**src/rtl/can_pkg.sv**
```systemverilog
// Shared CAN definitions: CRC-15 polynomial, frame field encodings and header bit offsets.
package can_pkg;

    localparam logic [14:0] CRC15_POLY = 15'h4599;
    localparam int unsigned CRC_LEN    = 15;
    localparam logic [3:0]  CRC_LAST   = 4'(CRC_LEN - 1);

    // Header bit positions, counted from SOF = 0
    localparam logic [5:0] BASE_RTR_IDX = 6'd12;
    localparam logic [5:0] IDE_IDX      = 6'd13;
    localparam logic [5:0] BASE_DLC_IDX = 6'd15;
    localparam logic [5:0] EXT_RTR_IDX  = 6'd32;
    localparam logic [5:0] EXT_DLC_IDX  = 6'd35;
    localparam logic [5:0] DLC_SPAN     = 6'd3;

    typedef enum logic [2:0] {
        FieldIdle  = 3'd0,
        FieldHdr   = 3'd1,
        FieldData  = 3'd2,
        FieldCrc   = 3'd3,
        FieldDelim = 3'd4
    } field_e;

    function automatic logic [14:0] crc15_step(input logic [14:0] c, input logic b);
        logic fb;
        fb = b ^ c[14];
        return {c[13:0], 1'b0} ^ (fb ? CRC15_POLY : 15'h0000);
    endfunction

endpackage

```
**src/rtl/can_crc15_lfsr.sv**
```systemverilog
// CRC-15 LFSR with synchronous load, feedback shift, and a plain shift-out used to
// serialise the finished CRC MSB-first.
module can_crc15_lfsr
    import can_pkg::*;
#(
    parameter logic [14:0] INIT = 15'h0000
) (
    input  logic        clk,
    input  logic        rst,
    input  logic        load_i,
    input  logic        shift_i,
    input  logic        shift_out_i,
    input  logic        bit_i,
    output logic [14:0] crc_o
);

    logic [14:0] crc_q, crc_d, base;

    // Load and shift may coincide: the first bit of a frame is folded into the fresh value.
    always_comb begin
        base  = load_i ? INIT : crc_q;
        crc_d = base;
        if (shift_i) begin
            crc_d = crc15_step(base, bit_i);
        end else if (shift_out_i) begin
            crc_d = {base[13:0], 1'b0};
        end
    end

    always_ff @(posedge clk or posedge rst) begin
        if (rst) begin
            crc_q <= INIT;
        end else begin
            crc_q <= crc_d;
        end
    end

    assign crc_o = crc_q;

endmodule

```
**src/rtl/can_crc_seq.sv**
```systemverilog
// Frame-aware CRC sequencer: tracks SOF..CRC delimiter on the destuffed bit stream,
// generates the CRC in TX and checks it in RX.
module can_crc_seq
    import can_pkg::*;
#(
    parameter int unsigned MAX_DLC_BYTES = 8,
    parameter logic [14:0] CRC_INIT      = 15'h0000
) (
    input  logic        clk,
    input  logic        rst,
    input  logic        bit_tick_i,
    input  logic        frame_start_i,
    input  logic        bit_in_i,
    input  logic        tx_mode_i,
    input  logic        abort_i,
    output logic        busy_o,
    output logic [2:0]  field_o,
    output logic        crc_phase_o,
    output logic        tx_crc_bit_o,
    output logic [14:0] crc_value_o,
    output logic        done_o,
    output logic        crc_err_o,
    output logic        delim_err_o
);

    field_e      field_q, field_d;
    logic [5:0]  bit_idx_q, bit_idx_d;
    logic        ext_q, ext_d;
    logic        rtr_q, rtr_d;
    logic [3:0]  dlc_q, dlc_d;
    logic [6:0]  data_cnt_q, data_cnt_d;
    logic [3:0]  crc_cnt_q, crc_cnt_d;
    logic        mode_q, mode_d;
    logic        mismatch_q, mismatch_d;
    logic [14:0] crc_value_q, crc_value_d;
    logic        done_q, done_d;
    logic        crc_err_q, crc_err_d;
    logic        delim_err_q, delim_err_d;

    logic        lfsr_load, lfsr_shift, lfsr_shift_out;
    logic [14:0] lfsr_crc;
    logic [14:0] crc_next;
    logic [3:0]  dlc_full;
    logic [3:0]  dlc_bytes;
    logic [6:0]  nbits;
    logic        in_dlc, dlc_last;

    can_crc15_lfsr #(
        .INIT(CRC_INIT)
    ) u_lfsr (
        .clk        (clk),
        .rst        (rst),
        .load_i     (lfsr_load),
        .shift_i    (lfsr_shift),
        .shift_out_i(lfsr_shift_out),
        .bit_i      (bit_in_i),
        .crc_o      (lfsr_crc)
    );

    // crc_value must capture the LFSR including the bit shifted on this tick
    assign crc_next = crc15_step(lfsr_crc, bit_in_i);
    assign dlc_full = {dlc_q[2:0], bit_in_i};

    assign in_dlc = ext_q ? (bit_idx_q >= EXT_DLC_IDX && bit_idx_q <= EXT_DLC_IDX + DLC_SPAN)
                          : (bit_idx_q >= BASE_DLC_IDX && bit_idx_q <= BASE_DLC_IDX + DLC_SPAN);
    assign dlc_last = ext_q ? (bit_idx_q == EXT_DLC_IDX + DLC_SPAN)
                            : (bit_idx_q == BASE_DLC_IDX + DLC_SPAN);

    always_comb begin
        dlc_bytes = dlc_full;
        if ({28'd0, dlc_full} > MAX_DLC_BYTES) begin
            dlc_bytes = MAX_DLC_BYTES[3:0];
        end
        nbits = rtr_q ? 7'd0 : {dlc_bytes, 3'b000};
    end

    always_comb begin
        field_d        = field_q;
        bit_idx_d      = bit_idx_q;
        ext_d          = ext_q;
        rtr_d          = rtr_q;
        dlc_d          = dlc_q;
        data_cnt_d     = data_cnt_q;
        crc_cnt_d      = crc_cnt_q;
        mode_d         = mode_q;
        mismatch_d     = mismatch_q;
        crc_value_d    = crc_value_q;
        done_d         = 1'b0;
        crc_err_d      = 1'b0;
        delim_err_d    = 1'b0;
        lfsr_load      = 1'b0;
        lfsr_shift     = 1'b0;
        lfsr_shift_out = 1'b0;

        if (bit_tick_i && frame_start_i) begin
            lfsr_load  = 1'b1;
            lfsr_shift = 1'b1;
            field_d    = FieldHdr;
            bit_idx_d  = 6'd1;
            mode_d     = tx_mode_i;
            ext_d      = 1'b0;
            rtr_d      = 1'b0;
            dlc_d      = 4'd0;
            data_cnt_d = 7'd0;
            crc_cnt_d  = 4'd0;
            mismatch_d = 1'b0;
        end else if (abort_i) begin
            field_d = FieldIdle;
        end else if (bit_tick_i) begin
            case (field_q)
                FieldHdr: begin
                    lfsr_shift = 1'b1;
                    bit_idx_d  = bit_idx_q + 6'd1;
                    if (bit_idx_q == IDE_IDX) begin
                        ext_d = bit_in_i;
                    end
                    // Base RTR slot is SRR in extended frames; the later RTR overwrites it
                    if (bit_idx_q == BASE_RTR_IDX || (ext_q && bit_idx_q == EXT_RTR_IDX)) begin
                        rtr_d = bit_in_i;
                    end
                    if (in_dlc) begin
                        dlc_d = dlc_full;
                    end
                    if (dlc_last) begin
                        if (nbits == 7'd0) begin
                            field_d     = FieldCrc;
                            crc_value_d = crc_next;
                            crc_cnt_d   = 4'd0;
                        end else begin
                            field_d    = FieldData;
                            data_cnt_d = nbits;
                        end
                    end
                end
                FieldData: begin
                    lfsr_shift = 1'b1;
                    data_cnt_d = data_cnt_q - 7'd1;
                    if (data_cnt_q == 7'd1) begin
                        field_d     = FieldCrc;
                        crc_value_d = crc_next;
                        crc_cnt_d   = 4'd0;
                    end
                end
                FieldCrc: begin
                    lfsr_shift_out = 1'b1;
                    if (!mode_q && (bit_in_i != lfsr_crc[14])) begin
                        mismatch_d = 1'b1;
                    end
                    crc_cnt_d = crc_cnt_q + 4'd1;
                    if (crc_cnt_q == CRC_LAST) begin
                        field_d = FieldDelim;
                    end
                end
                FieldDelim: begin
                    done_d      = 1'b1;
                    delim_err_d = !bit_in_i;
                    crc_err_d   = !mode_q && mismatch_q;
                    field_d     = FieldIdle;
                end
                default: ;
            endcase
        end
    end

    always_ff @(posedge clk or posedge rst) begin
        if (rst) begin
            field_q     <= FieldIdle;
            bit_idx_q   <= 6'd0;
            ext_q       <= 1'b0;
            rtr_q       <= 1'b0;
            dlc_q       <= 4'd0;
            data_cnt_q  <= 7'd0;
            crc_cnt_q   <= 4'd0;
            mode_q      <= 1'b0;
            mismatch_q  <= 1'b0;
            crc_value_q <= 15'h0000;
            done_q      <= 1'b0;
            crc_err_q   <= 1'b0;
            delim_err_q <= 1'b0;
        end else begin
            field_q     <= field_d;
            bit_idx_q   <= bit_idx_d;
            ext_q       <= ext_d;
            rtr_q       <= rtr_d;
            dlc_q       <= dlc_d;
            data_cnt_q  <= data_cnt_d;
            crc_cnt_q   <= crc_cnt_d;
            mode_q      <= mode_d;
            mismatch_q  <= mismatch_d;
            crc_value_q <= crc_value_d;
            done_q      <= done_d;
            crc_err_q   <= crc_err_d;
            delim_err_q <= delim_err_d;
        end
    end

    assign busy_o       = (field_q != FieldIdle);
    assign field_o      = field_q;
    assign crc_phase_o  = (field_q == FieldCrc);
    assign tx_crc_bit_o = (field_q == FieldCrc) && mode_q && lfsr_crc[14];
    assign crc_value_o  = crc_value_q;
    assign done_o       = done_q;
    assign crc_err_o    = crc_err_q;
    assign delim_err_o  = delim_err_q;

endmodule

```
**config.mk**
```make
export PLATFORM = sky130hd
export DESIGN_NAME = can_crc_seq
export DESIGN_NICKNAME = d
export VERILOG_FILES = /design/src/rtl/can_pkg.sv /design/src/rtl/can_crc15_lfsr.sv /design/src/rtl/can_crc_seq.sv
export SDC_FILE = /design/constraint.sdc
export NUM_CORES = 1
export LEC_CHECK = 0
export CAP_MARGIN = 20
export CORE_UTILIZATION = 62
export DETAILED_ROUTE_END_ITERATION = 12
export GPL_ROUTABILITY_DRIVEN = 0
export HOLD_SLACK_MARGIN = 0.12
export PLACE_DENSITY = 0.85
export SLEW_MARGIN = 20
export SYNTH_ARGS = -nofsm -noshare
export SYNTH_HDL_FRONTEND = slang
export SYNTH_HIERARCHICAL = 1
export SYNTH_SLANG_ARGS = --single-unit
export TNS_END_PERCENT = 50
```
**constraint.sdc**
```tcl
create_clock -name clk -period 5.8 [get_ports clk]
set_clock_uncertainty 0.05 [all_clocks]
set_input_delay 0.58 -clock clk [delete_from_list [all_inputs] [get_ports clk]]
set_output_delay 0.58 -clock clk [all_outputs]
set_load 0.05 [all_outputs]
```
# Word level (Yosys, flattened, before mapping)

Cells that the tools add are included.

Output and inout port bits: 24
Bits of input ports: 7
Register bits: 60
Word-level logic and storage cells: 165

Bitwise logic cells: 6
Eq/ne operators: 23
$add $sub $neg: 3
Reductions and logical operators: 35
Muxes and demuxes: 79
$lt $le $gt $ge: 5

Operator list:

| operator                                             | count |
|---|---|
| 2-to-1 mux 15 bit                                    | 8 |
| 2-to-1 mux 7 bit                                     | 6 |
| 2-to-1 mux 1 bit                                     | 39 |
| 2-to-1 mux 3 bit                                     | 11 |
| case mux 15 bit (2 select lines)                     | 1 |
| XOR 15 bit                                           | 2 |
| 2-to-1 mux 4 bit                                     | 7 |
| 2-to-1 mux 6 bit                                     | 4 |
| AND reduction 4 bit                                  | 4 |
| nonzero test 2 bit                                   | 8 |
| case mux 7 bit (2 select lines)                      | 1 |
| equality test 6 x 4 -> 1 bit (second input constant) | 2 |
| equality test 6 bit (second input constant)          | 2 |
| inequality test 3 bit (second input constant)        | 4 |
| case mux 3 bit (4 select lines)                      | 1 |
| case mux 4 bit (3 select lines)                      | 1 |
| AND reduction 5 bit                                  | 2 |
| nonzero test 3 bit                                   | 3 |
| logical AND 1 bit                                    | 8 |
| inequality test 4 bit (second input constant)        | 2 |
| equality test 7 x 1 -> 1 bit (second input constant) | 1 |
| zero test 7 bit                                      | 1 |
| AND reduction 7 bit                                  | 1 |
| subtractor 7 x 1 -> 7 bit (second input constant)    | 1 |
| other kinds (25)                                     | 31 |

# Logic depth before layout (Yosys ltp)

Gate-level depths: netlist of run 1.

Depth in word-level cells: 10
Depth in mapped cells: 11
Depth with buffers taken out: 8

# Cells and area by module

Netlist of run 1, hierarchy kept.

Modules (own cells, without submodules):

| module         | cells an instance | sequential area each (um2) | area an instance (um2) | times used |
|---|---|---|---|---|
| can_crc_seq    | 268               | 1126.1                     | 2566.2                 | 1 |
| can_crc15_lfsr | 88                | 375.4                      | 824.5                  | 1 |

# Worst setup path before layout of run 1

No wires, ideal clock.

Kind: reg2out
Start: register field_q[0] (netlist: field_o[0])
End: output port tx_crc_bit_o
Slack: 2996 ps
Cell stages (with the launch flop): 6
Arrival: 2174 ps
Data required time: 5170 ps
Buffers on the path: 1
Cell sequence: dfrtp_1 -> clkbuf_1 -> nor2b_1 -> nand2_1 -> inv_1 -> and3_1

Longest elaborated chain between the ends: 3

RTL lines:

| what                            | line               | RTL |
|---|---|---|
| from (decl)                     | can_crc_seq.sv:26  | `field_e field_q, field_d;` |
| from (signal assigned)          | can_crc_seq.sv:167 | `field_q <= FieldIdle;` |
| from (signal assigned)          | can_crc_seq.sv:181 | `field_q <= field_d;` |
| equality test 3 x 2 -> 1 bit    | --                 |  |
| via crc_phase_o                 | can_crc_seq.sv:18  | `output logic crc_phase_o,` |
| logical AND 1 bit (2 in series) | can_crc_seq.sv:200 | `assign tx_crc_bit_o = (field_q == FieldCrc) && mode_q && lfsr_crc[14];` |
| to (decl)                       | can_crc_seq.sv:19  | `output logic tx_crc_bit_o,` |

The timed path passes the listed nets, and every way through them passes these cells.

# Worst setup path in the final report of run 1

Start: input port bit_in_i
End: register crc_value_q[10] (netlist: crc_value_o[10])

Longest elaborated chain between the ends: 6
Elaborated cells on any way between the ends: 13
Those cells by class: order compare: 1; eq/ne: 1; mux: 7; bitwise: 2; reduce/logical: 2

RTL lines:

| what                                                                                     | line                             | RTL |
|---|---|---|
| from (decl)                                                                              | can_crc_seq.sv:13                | `input logic bit_in_i,` |
| greater-than comparator 4 bit or XOR 1 bit (tied branches)                               | can_crc_seq.sv:71, can_pkg.sv:26 |  |
| 2-to-1 mux 4 bit or 2-to-1 mux 15 bit (tied branches)                                    | can_crc_seq.sv:71, can_pkg.sv:27 |  |
| 2-to-1 mux 7 bit or XOR 15 bit (tied branches)                                           | can_crc_seq.sv:74, can_pkg.sv:27 |  |
| zero test 7 bit or 2-to-1 mux 15 bit (tied branches)                                     | can_crc_seq.sv:125               | `if (nbits == 7'd0) begin` |
| inequality test 2 bit (no source line) or 2-to-1 mux 15 bit (tied branches)              | --                               |  |
| AND reduction 7 bit (no source line) or case mux 15 bit (2 select lines) (tied branches) | --                               |  |
| to (signal assigned)                                                                     | can_crc_seq.sv:190               | `crc_value_q <= crc_value_d;` |
| to (decl)                                                                                | can_crc_seq.sv:35                | `logic [14:0] crc_value_q, crc_value_d;` |

Several ways; a longest one is shown, not always the timed one. The select of a mux whose other input is x is not followed.
A chain may end at the register's enable or synchronous reset.

==> results of run 1 <==
## worst paths after layout
check | from | endpoint | slack (ns)
hold / removal | crc_value_o[13]$_DFFE_PP0P_ | crc_value_o[13]$_DFFE_PP0P_ | 0.45
min in group asynchronous | rst | u_lfsr/crc_o[11]$_DFF_PP0_ | 0.57
max in group asynchronous | rst | dlc_q[2]$_DFFE_PP0P_ | 4.66
setup / recovery | bit_in_i | crc_value_o[10]$_DFFE_PP0P_ | 2.60
setup reg to reg | ext_q$_DFFE_PP0P_ | crc_value_o[10]$_DFFE_PP0P_ | 2.84
hold reg to reg | crc_value_o[13]$_DFFE_PP0P_ | crc_value_o[13]$_DFFE_PP0P_ | 0.45
## kinds of logic after synthesis
group | share of synthesized area
compound gates | 0.153
xor+xnor | 0.0439
flops | 0.443
fa+ha+maj | 0.0295
buf+inv | 0.0498
simple gates | 0.198
mux | 0.0830
## placed cells by master, fill, tap and decap left out, types with 3 or more instances in the layout
master and count:
nand2_1 40, and3_1 5, nor2_1 30, o31ai_1 3
o22a_1 5, mux2_1 5, a21oi_1 22, mux2i_1 9
or3_1 5, inv_1 16, o22ai_1 9, nor3b_1 6
xnor2_1 16, nor3_1 11, o211ai_1 3, a31oi_1 4
dfrtp_1 60, nand2b_1 4, o21ai_0 16, mux2_4 9
nand3_1 10, nor2b_1 3, clkdlybuf4s50_1 30, a32oi_1 3
clkbuf_8 10, ha_1 8
## state kept, by name (all words and copies together), names as in the netlist, 3 cells and up
| register | flops |
|---|---|
| u_lfsr/crc_o | 15 |
| field_o | 3 |
| dlc_q | 3 |
| bit_idx_q | 6 |
| crc_value_o | 15 |
| data_cnt_q | 7 |
| crc_cnt_q | 4 |
## final cells by class
class	count	area, µm²	share of cell area
Clock buffer	10	138	0.0353
Clock inverter	6	63.8	0.0164
Inverter	18	67.6	0.0174
Multi-Input combinational cell	260	1720	0.442
Sequential cell	60	1500	0.386
Tap cell	70	87.6	0.0225
Timing Repair Buffer	32	315	0.0810
## worst max-delay path: stages
cell and delay [ns]:
clkdlybuf4s50_1 0.68, nor4_1 0.63, nor3_1 0.11, or4_1 0.87, mux2_1 0.49
## stage by stage
step / cells / setup slack [ns] / instance area, µm²
final: 456 / 2.60 / 3890
after detailed placement: 440 / 2.30 / 3690
after CTS: 456 / 2.64 / 3890
after global placement: 440 / 2.43 / 3690
after global routing: 456 / 2.45 / 3890
after floorplan: 356 / 3.00 / 3390
## layer usage
metal,vias up,wire length (µm),GRT usage
li1,1325,-,-
met1,1381,3470,0.400
met2,125,3540,0.427
met3,14,472,0.0506
met4,0,125,0.108
met5,-,0,0
## where the power goes
part / switching [mW] / internal (mW)
registers: 0.0996 / 0.508
logic: 0.405 / 0.264
clock network: 0.174 / 0.209
total: 0.679 / 0.981
==> impl_metrics.json, run 1 <==
{
  "antenna_found_initial": 0,
  "path_class": "in -> reg",
  "core-area_um2": 5170,
  "track_usage": 0.280,
  "hold_viol": 0,
  "synthTopCellsByArea": "dfrtp_1 (44%), nand2_1 (4.4%), xnor2_1 (4.1%)",
  "slew_viol_final": 0,
  "ir_drop_uv": 338,
  "maxCapViolCount": 0,
  "ys_warn_count": 6,
  "finalSetupViolCount": 0,
  "cts_tree": "yes",
  "die_area_um2": 5770,
  "die_h_um": 76.0,
  "wl_per_cell_um": 16.7,
  "clockBufferDepth": 2,
  "yosysSeqAreaShare": 0.443,
  "initial_core_util": 0.656,
  "synth-edff-count": 0,
  "start_kind": "input pin",
  "synthDistinctLibCells": 56,
  "fp.dieW_um": 76.0,
  "clk_pin_slew_worst_paths_ns": 0.07,
  "yosys.area.top_type_share": 0.443,
  "synth_most_common_cell": "dfrtp_1",
  "cts_buffers": 9,
  "grt_start_max_net_pins": 46,
  "whs_path_depth": 1,
  "drive_above_1_share": 0.0907,
  "vias": 2845,
  "post_drt_via_cell_ratio": 6.24,
  "routed_wl_um": 7610,
  "final_nets": 396,
  "path_max_fanout": 15,
  "synth_nets": 371,
  "max_slew_margin": 0.295,
  "area_delta_synth_final_pct": 14.8,
  "grt_pass1_vias": 2655,
  "holdBufCountCts": 0,
  "async_reset_ff_frac": 1.00,
  "syn_area_um2": 3390,
  "cp.required_ns": 5.96,
  "grt-ovfl-total": 0,
  "synth_top_cell_by_area": "dfrtp_1",
  "drt_iter0_drc": 211,
  "setup_tns_ns": 0,
  "dp_hpwl_um": 5140,
  "power_mw": 1.66,
  "fin_hold_ws_ns": 0.453,
  "cp-end-kind": "register",
  "row_count": 26,
  "p_leak_nw": 1.70,
  "critPathArrivalTime_ns": 3.36,
  "worst_slew_pin_slew_ns": 1.05,
  "post-route-period-util": 0.552,
  "numClockSinks": 60,
  "rsz0062_at_grt": "false",
  "clk_latency_ns": 0.34,
  "fill_cells": 357,
  "antenna_left": 0,
  "powerDensity_nw_per_um2": 426,
  "post_cts.repair.setup_buffers": 0,
  "ys_seq_elements": 60,
  "synthTopCellsByCount": "dfrtp_1 (60), nand2_1 (40), nor2_1 (30)",
  "min_period_ns": 3.20,
  "htreeDepth": 3,
  "synth_flop_cell": "dfrtp_1",
  "grt_first_pass_wirelength_um": 12700,
  "drtPass1Iterations": 4,
  "utilization": 0.753,
  "hold_path.class": "reg -> reg",
  "drc": 0,
  "n_antenna_cell": 0,
  "syn_inst": 356,
  "reg2regPathDepth": 5,
  "clock.fmax_mhz": 312,
  "outcome": "finished clean",
  "io_pins": 31,
  "cts-root-buf": "clkbuf_8",
  "portBuffers": 30,
  "cts-resized-gates": 0,
  "syn_area_per_cell_um2": 9.52
}
Note: power is estimated with default switching activity, not from simulation.
==> run 2: changes to the inputs <==
--- a/config.mk
+++ b/config.mk
@@ -6,11 +6,11 @@
 export NUM_CORES = 1
 export LEC_CHECK = 0
 export CAP_MARGIN = 20
-export CORE_UTILIZATION = 62
+export CORE_UTILIZATION = 58
 export DETAILED_ROUTE_END_ITERATION = 12
 export GPL_ROUTABILITY_DRIVEN = 0
 export HOLD_SLACK_MARGIN = 0.12
-export PLACE_DENSITY = 0.85
+export PLACE_DENSITY = 0.8
 export SLEW_MARGIN = 20
 export SYNTH_ARGS = -nofsm -noshare
 export SYNTH_HDL_FRONTEND = slang
==> constraint.sdc (replaced) <==
create_clock -name clk -period 3.3 [get_ports clk]
set_clock_uncertainty 0.05 [all_clocks]
set_input_delay 0.33 -clock clk [delete_from_list [all_inputs] [get_ports clk]]
set_output_delay 0.33 -clock clk [all_outputs]
set_load 0.05 [all_outputs]
==> run 2 against run 1 <==
Compared with the run above: clock power grew 110%; combinational power grew 76%; final cell count grew 1.5%; critical path depth stayed put; count of clock-buffer cells in the layout unchanged; wire length up 1.1%; sequential cell count did not move.
==> impl_metrics.json, run 2 (synthesis results as in run 1) <==
{
  "cts_tree": "yes",
  "p_leak_nw": 1.75,
  "maxCapViolCount": 0,
  "drive_above_1_share": 0.102,
  "antenna_left": 0,
  "n_antenna_cell": 0,
  "multi_input_area_um2": 1720,
  "cts_buffers": 9,
  "drt_iter0_drc": 270,
  "numClockSinks": 60,
  "clock.fmax_mhz": 348,
  "initial_core_util": 0.608,
  "area_delta_synth_final_pct": 17.1,
  "place_inst": 447,
  "fp.dieW_um": 78.5,
  "post-route-period-util": 0.871,
  "start_kind": "register",
  "finalSetupViolCount": 0,
  "critPathArrivalTime_ns": 3.04,
  "grt_pass1_vias": 2619,
  "grt_start_max_net_pins": 32,
  "ff_latch_area_um2": 1500,
  "hold_viol": 0,
  "path_max_fanout": 15,
  "instances_no_fill": 463,
  "layout_common_cells": "dfrtp_1 (60), nand2_1 (40), nor2_1 (30), clkdlybuf4s50_1 (30), a21oi_1 (22)",
  "setup_ws_ns": 0.427,
  "cp-end-kind": "register",
  "path_class": "reg -> reg",
  "post_cts.repair.setup_buffers": 0,
  "grt_first_pass_wirelength_um": 12800,
  "track_usage": 0.272,
  "portBuffers": 30,
  "hold_path.class": "in -> async",
  "final_common_cell": "dfrtp_1",
  "dp_hpwl_um": 5190,
  "htreeDepth": 3,
  "min_period_ns": 2.87,
  "fill_cells": 413,
  "outcome": "finished clean",
  "place_ws_ns": 0.424,
  "cts-root-buf": "clkbuf_8",
  "slew_viol_final": 0,
  "ir_drop_uv": 488,
  "holdBufCountCts": 0,
  "vias": 2790,
  "core-area_um2": 5570,
  "stdcell_area_um2": 3970,
  "cp.required_ns": 3.47,
  "worst_slew_pin_slew_ns": 0.885,
  "max_slew_margin": 0.410,
  "antenna_found_initial": 0,
  "wl_per_cell_um": 16.6,
  "setup_tns_ns": 0,
  "fin_hold_ws_ns": 0.349,
  "post_drt_via_cell_ratio": 6.03,
  "cts-resized-gates": 0,
  "rsz0062_at_grt": "false",
  "drc": 0,
  "routed_wl_um": 7700,
  "die_area_um2": 6160,
  "clk_pin_slew_worst_paths_ns": 0.07,
  "die_h_um": 78.5,
  "clockBufferDepth": 2,
  "power_mw": 3.05,
  "placed_area_um2": 3730,
  "grt-ovfl-total": 0,
  "powerDensity_nw_per_um2": 768,
  "io_pins": 31,
  "clk_latency_ns": 0.34,
  "drtPass1Iterations": 5,
  "row_count": 27,
  "final_nets": 401,
  "utilization": 0.712
}
run 2: worst paths after layout:
check | slack [ns] | start | endpoint | depth (start not counted)
max in group asynchronous | 2.17 | rst | field_o[0]$_DFFE_PP0P_ | 3
min in group clk | 0.44 | mode_q$_DFFE_PP0P_ | crc_err_o$_DFF_PP0_ | 1
worst min register to register | 0.44 | mode_q$_DFFE_PP0P_ | crc_err_o$_DFF_PP0_ | 1
worst max-delay path | 0.43 | bit_idx_q[5]$_DFFE_PP0P_ | crc_value_o[12]$_DFFE_PP0P_ | 5
worst max register to register | 0.43 | bit_idx_q[5]$_DFFE_PP0P_ | crc_value_o[12]$_DFFE_PP0P_ | 5
worst min-delay path | 0.35 | rst | u_lfsr/crc_o[5]$_DFF_PP0_ | 2
run 2: per-layer routing:
| metal | global-route usage | vias to the layer above | part of all wire |
|---|---|---|---|
| met5 | 0 | - | 0 |
| met2 | 0.423 | 104 | 0.46 |
| met3 | 0.0407 | 18 | 0.049 |
| li1 | - | 1327 | - |
| met4 | 0.119 | 0 | 0.025 |
| met1 | 0.378 | 1341 | 0.46 |
run 2: power breakdown:
group / switching (mW) / internal (mW)
clock network: 0.297 / 0.503
logic: 0.711 / 0.473
registers: 0.174 / 0.893
total: 1.18 / 1.87
run 2: critical path, cell delays in order, from the launching register on:
cell,delay [ns]
dfrtp_1,0.46
or4b_4,0.54
o21ai_2,0.19
o21ai_2,0.10
or4_1,0.94
mux2_1,0.47
run 2: final cells by class:
class | instances | area share
clock buffer | 10 | 0.0321
clock inverter | 6 | 0.0280
inverter | 18 | 0.0170
multi-input combinational | 260 | 0.433
sequential | 60 | 0.378
tap | 72 | 0.0227
timing repair buffer | 37 | 0.0888
==> run 3: changes to the inputs <==
--- a/config.mk
+++ b/config.mk
@@ -6,11 +6,13 @@
 export NUM_CORES = 1
 export LEC_CHECK = 0
 export CAP_MARGIN = 20
-export CORE_UTILIZATION = 58
+export CORE_UTILIZATION = 47
 export DETAILED_ROUTE_END_ITERATION = 12
 export GPL_ROUTABILITY_DRIVEN = 0
 export HOLD_SLACK_MARGIN = 0.12
-export PLACE_DENSITY = 0.8
+export PLACE_DENSITY = 0.67
+export RECOVER_POWER = 25
+export SKIP_LAST_GASP = 1
 export SLEW_MARGIN = 20
 export SYNTH_ARGS = -nofsm -noshare
 export SYNTH_HDL_FRONTEND = slang
==> run 3 against run 2 <==
Compared with the run above: worst hold slack improved by 0.097 ns; setup slack improved by 0.077 ns; cell area decreased by 0.47%; die area grew 23%; via count rose by 0.47%; critical path type is now reg -> out.
==> impl_metrics.json, run 3 (synthesis results as in run 1) <==
{
  "outcome": "finished clean",
  "powerDensity_nw_per_um2": 715,
  "io_pins": 31,
  "vias": 2803,
  "final_nets": 403,
  "fin_hold_ws_ns": 0.446,
  "fill_cells": 609,
  "antenna_found_initial": 0,
  "dp_hpwl_um": 5360,
  "multi_input_area_um2": 1720,
  "cp-end-kind": "primary output",
  "pwr-share-seq": 0.378,
  "ir_drop_uv": 558,
  "cts-resized-gates": 0,
  "path_max_fanout": 15,
  "p_leak_nw": 1.72,
  "clk_pin_slew_worst_paths_ns": 0.07,
  "drtPass1Iterations": 4,
  "power_switching_mw": 1.19,
  "pwr-share-clk": 0.209,
  "cts_buffers": 9,
  "intPower_mw": 1.64,
  "post_drt_via_cell_ratio": 5.73,
  "hold_path.class": "reg -> reg",
  "htreeDepth": 3,
  "antenna_left": 0,
  "p_comb_frac": 0.413,
  "portBuffers": 30,
  "post-route-period-util": 0.847,
  "n_antenna_cell": 0,
  "initial_core_util": 0.494,
  "maxCapViolCount": 0,
  "die_h_um": 86.9,
  "clockBufferDepth": 2,
  "critPathArrivalTime_ns": 2.42,
  "ff_latch_area_um2": 1500,
  "clock.fmax_mhz": 358,
  "utilization": 0.575,
  "grt-ovfl-total": 0,
  "cp.required_ns": 2.92,
  "slew_viol_final": 0,
  "routed_wl_um": 7850,
  "grt_first_pass_wirelength_um": 13100,
  "worst_slew_pin_slew_ns": 0.826,
  "numClockSinks": 60,
  "track_usage": 0.229,
  "rsz0062_at_grt": "false",
  "cts_tree": "yes",
  "drt_iter0_drc": 196,
  "clk_latency_ns": 0.34,
  "final_common_cell": "dfrtp_1",
  "min_period_ns": 2.80,
  "max_slew_margin": 0.446,
  "finalSetupViolCount": 0,
  "grt_start_max_net_pins": 27,
  "cts-root-buf": "clkbuf_8",
  "start_kind": "register",
  "row_count": 30,
  "die_area_um2": 7560,
  "area_delta_synth_final_pct": 16.6,
  "post_cts.repair.setup_buffers": 0,
  "switching_share": 0.420,
  "layout_common_cells": "dfrtp_1 (60), nand2_1 (40), nor2_1 (30)",
  "holdBufCountCts": 0,
  "path_class": "reg -> out",
  "setup_tns_ns": 0,
  "core-area_um2": 6870,
  "drc": 0,
  "wl_per_cell_um": 16.0,
  "fp.dieW_um": 86.9,
  "grt_pass1_vias": 2660,
  "drive_above_1_share": 0.107,
  "hold_viol": 0
}
## run 3: cell types whose count changed in the layout (fill, tap and decap cells not counted), sizes merged
cell           change
clkinvlp           +1
clkdlybuf4s50      -1
clkbuf             -1
clkinv             +3
buf                +2
bufinv             -3
dlygate4sd3        +1
## run 3: metrics by stage
stage | power [mW] | std cells | worst slack (ns) | instance area, µm²
after floorplan | 1.91 | 356 | 0.630 | 3390
after global placement | 2.22 | 473 | 0.808 | 3780
after detailed placement | 2.24 | 473 | 0.739 | 3780
after CTS | 2.84 | 489 | 0.489 | 3950
after global routing | 2.99 | 489 | 0.334 | 3950
final | 2.83 | 489 | 0.504 | 3950
## run 3: metal layers
layer | up-vias | track usage | wire (µm)
met5 | - | 0 | 0
met4 | 0 | 0.0894 | 110
met3 | 10 | 0.0436 | 298
met2 | 60 | 0.360 | 3720
met1 | 1398 | 0.313 | 3720
li1 | 1335 | - | -
## run 3: layout make-up
cell class | instances | share of cell area
repair buffers | 39 | 0.0931
multi-input cells | 260 | 0.435
flip-flops and latches | 60 | 0.380
inverters | 18 | 0.0171
clock inverters | 7 | 0.0130
well taps | 96 | 0.0304
clock buffers | 9 | 0.0313
## run 3: final timing paths
check,start,end,slack [ns],depth (start not counted)
max reg2reg,bit_idx_q[5]$_DFFE_PP0P_,crc_value_o[13]$_DFFE_PP0P_,0.74,6
min reg2reg,mode_q$_DFFE_PP0P_,crc_err_o$_DFF_PP0_,0.45,1
max in group asynchronous,rst,dlc_q[1]$_DFFE_PP0P_,1.98,3
min,mode_q$_DFFE_PP0P_,crc_err_o$_DFF_PP0_,0.45,1
max,field_o[0]$_DFFE_PP0P_,tx_crc_bit_o,0.50,5
min in group asynchronous,rst,crc_value_o[6]$_DFFE_PP0P_,0.46,2
## run 3: power by group through the flow
stage	sequential [mW]	combinational (mW)	clock, mW
6_report	1.07	1.17	0.589
5_1_grt	1.09	1.26	0.643
3_3_place_gp	1.07	1.15	0
3_5_place_dp	1.08	1.16	0
4_1_cts	1.07	1.17	0.607
2_1_floorplan	1.31	0.600	0
## run 3: worst max-delay path, cell delays in order (launching register included)
cell and delay, ns:
dfrtp_1 0.58, nor2b_1 0.22, nand2_1 0.13, inv_1 0.19
and3_1 0.17, clkdlybuf4s50_1 0.79
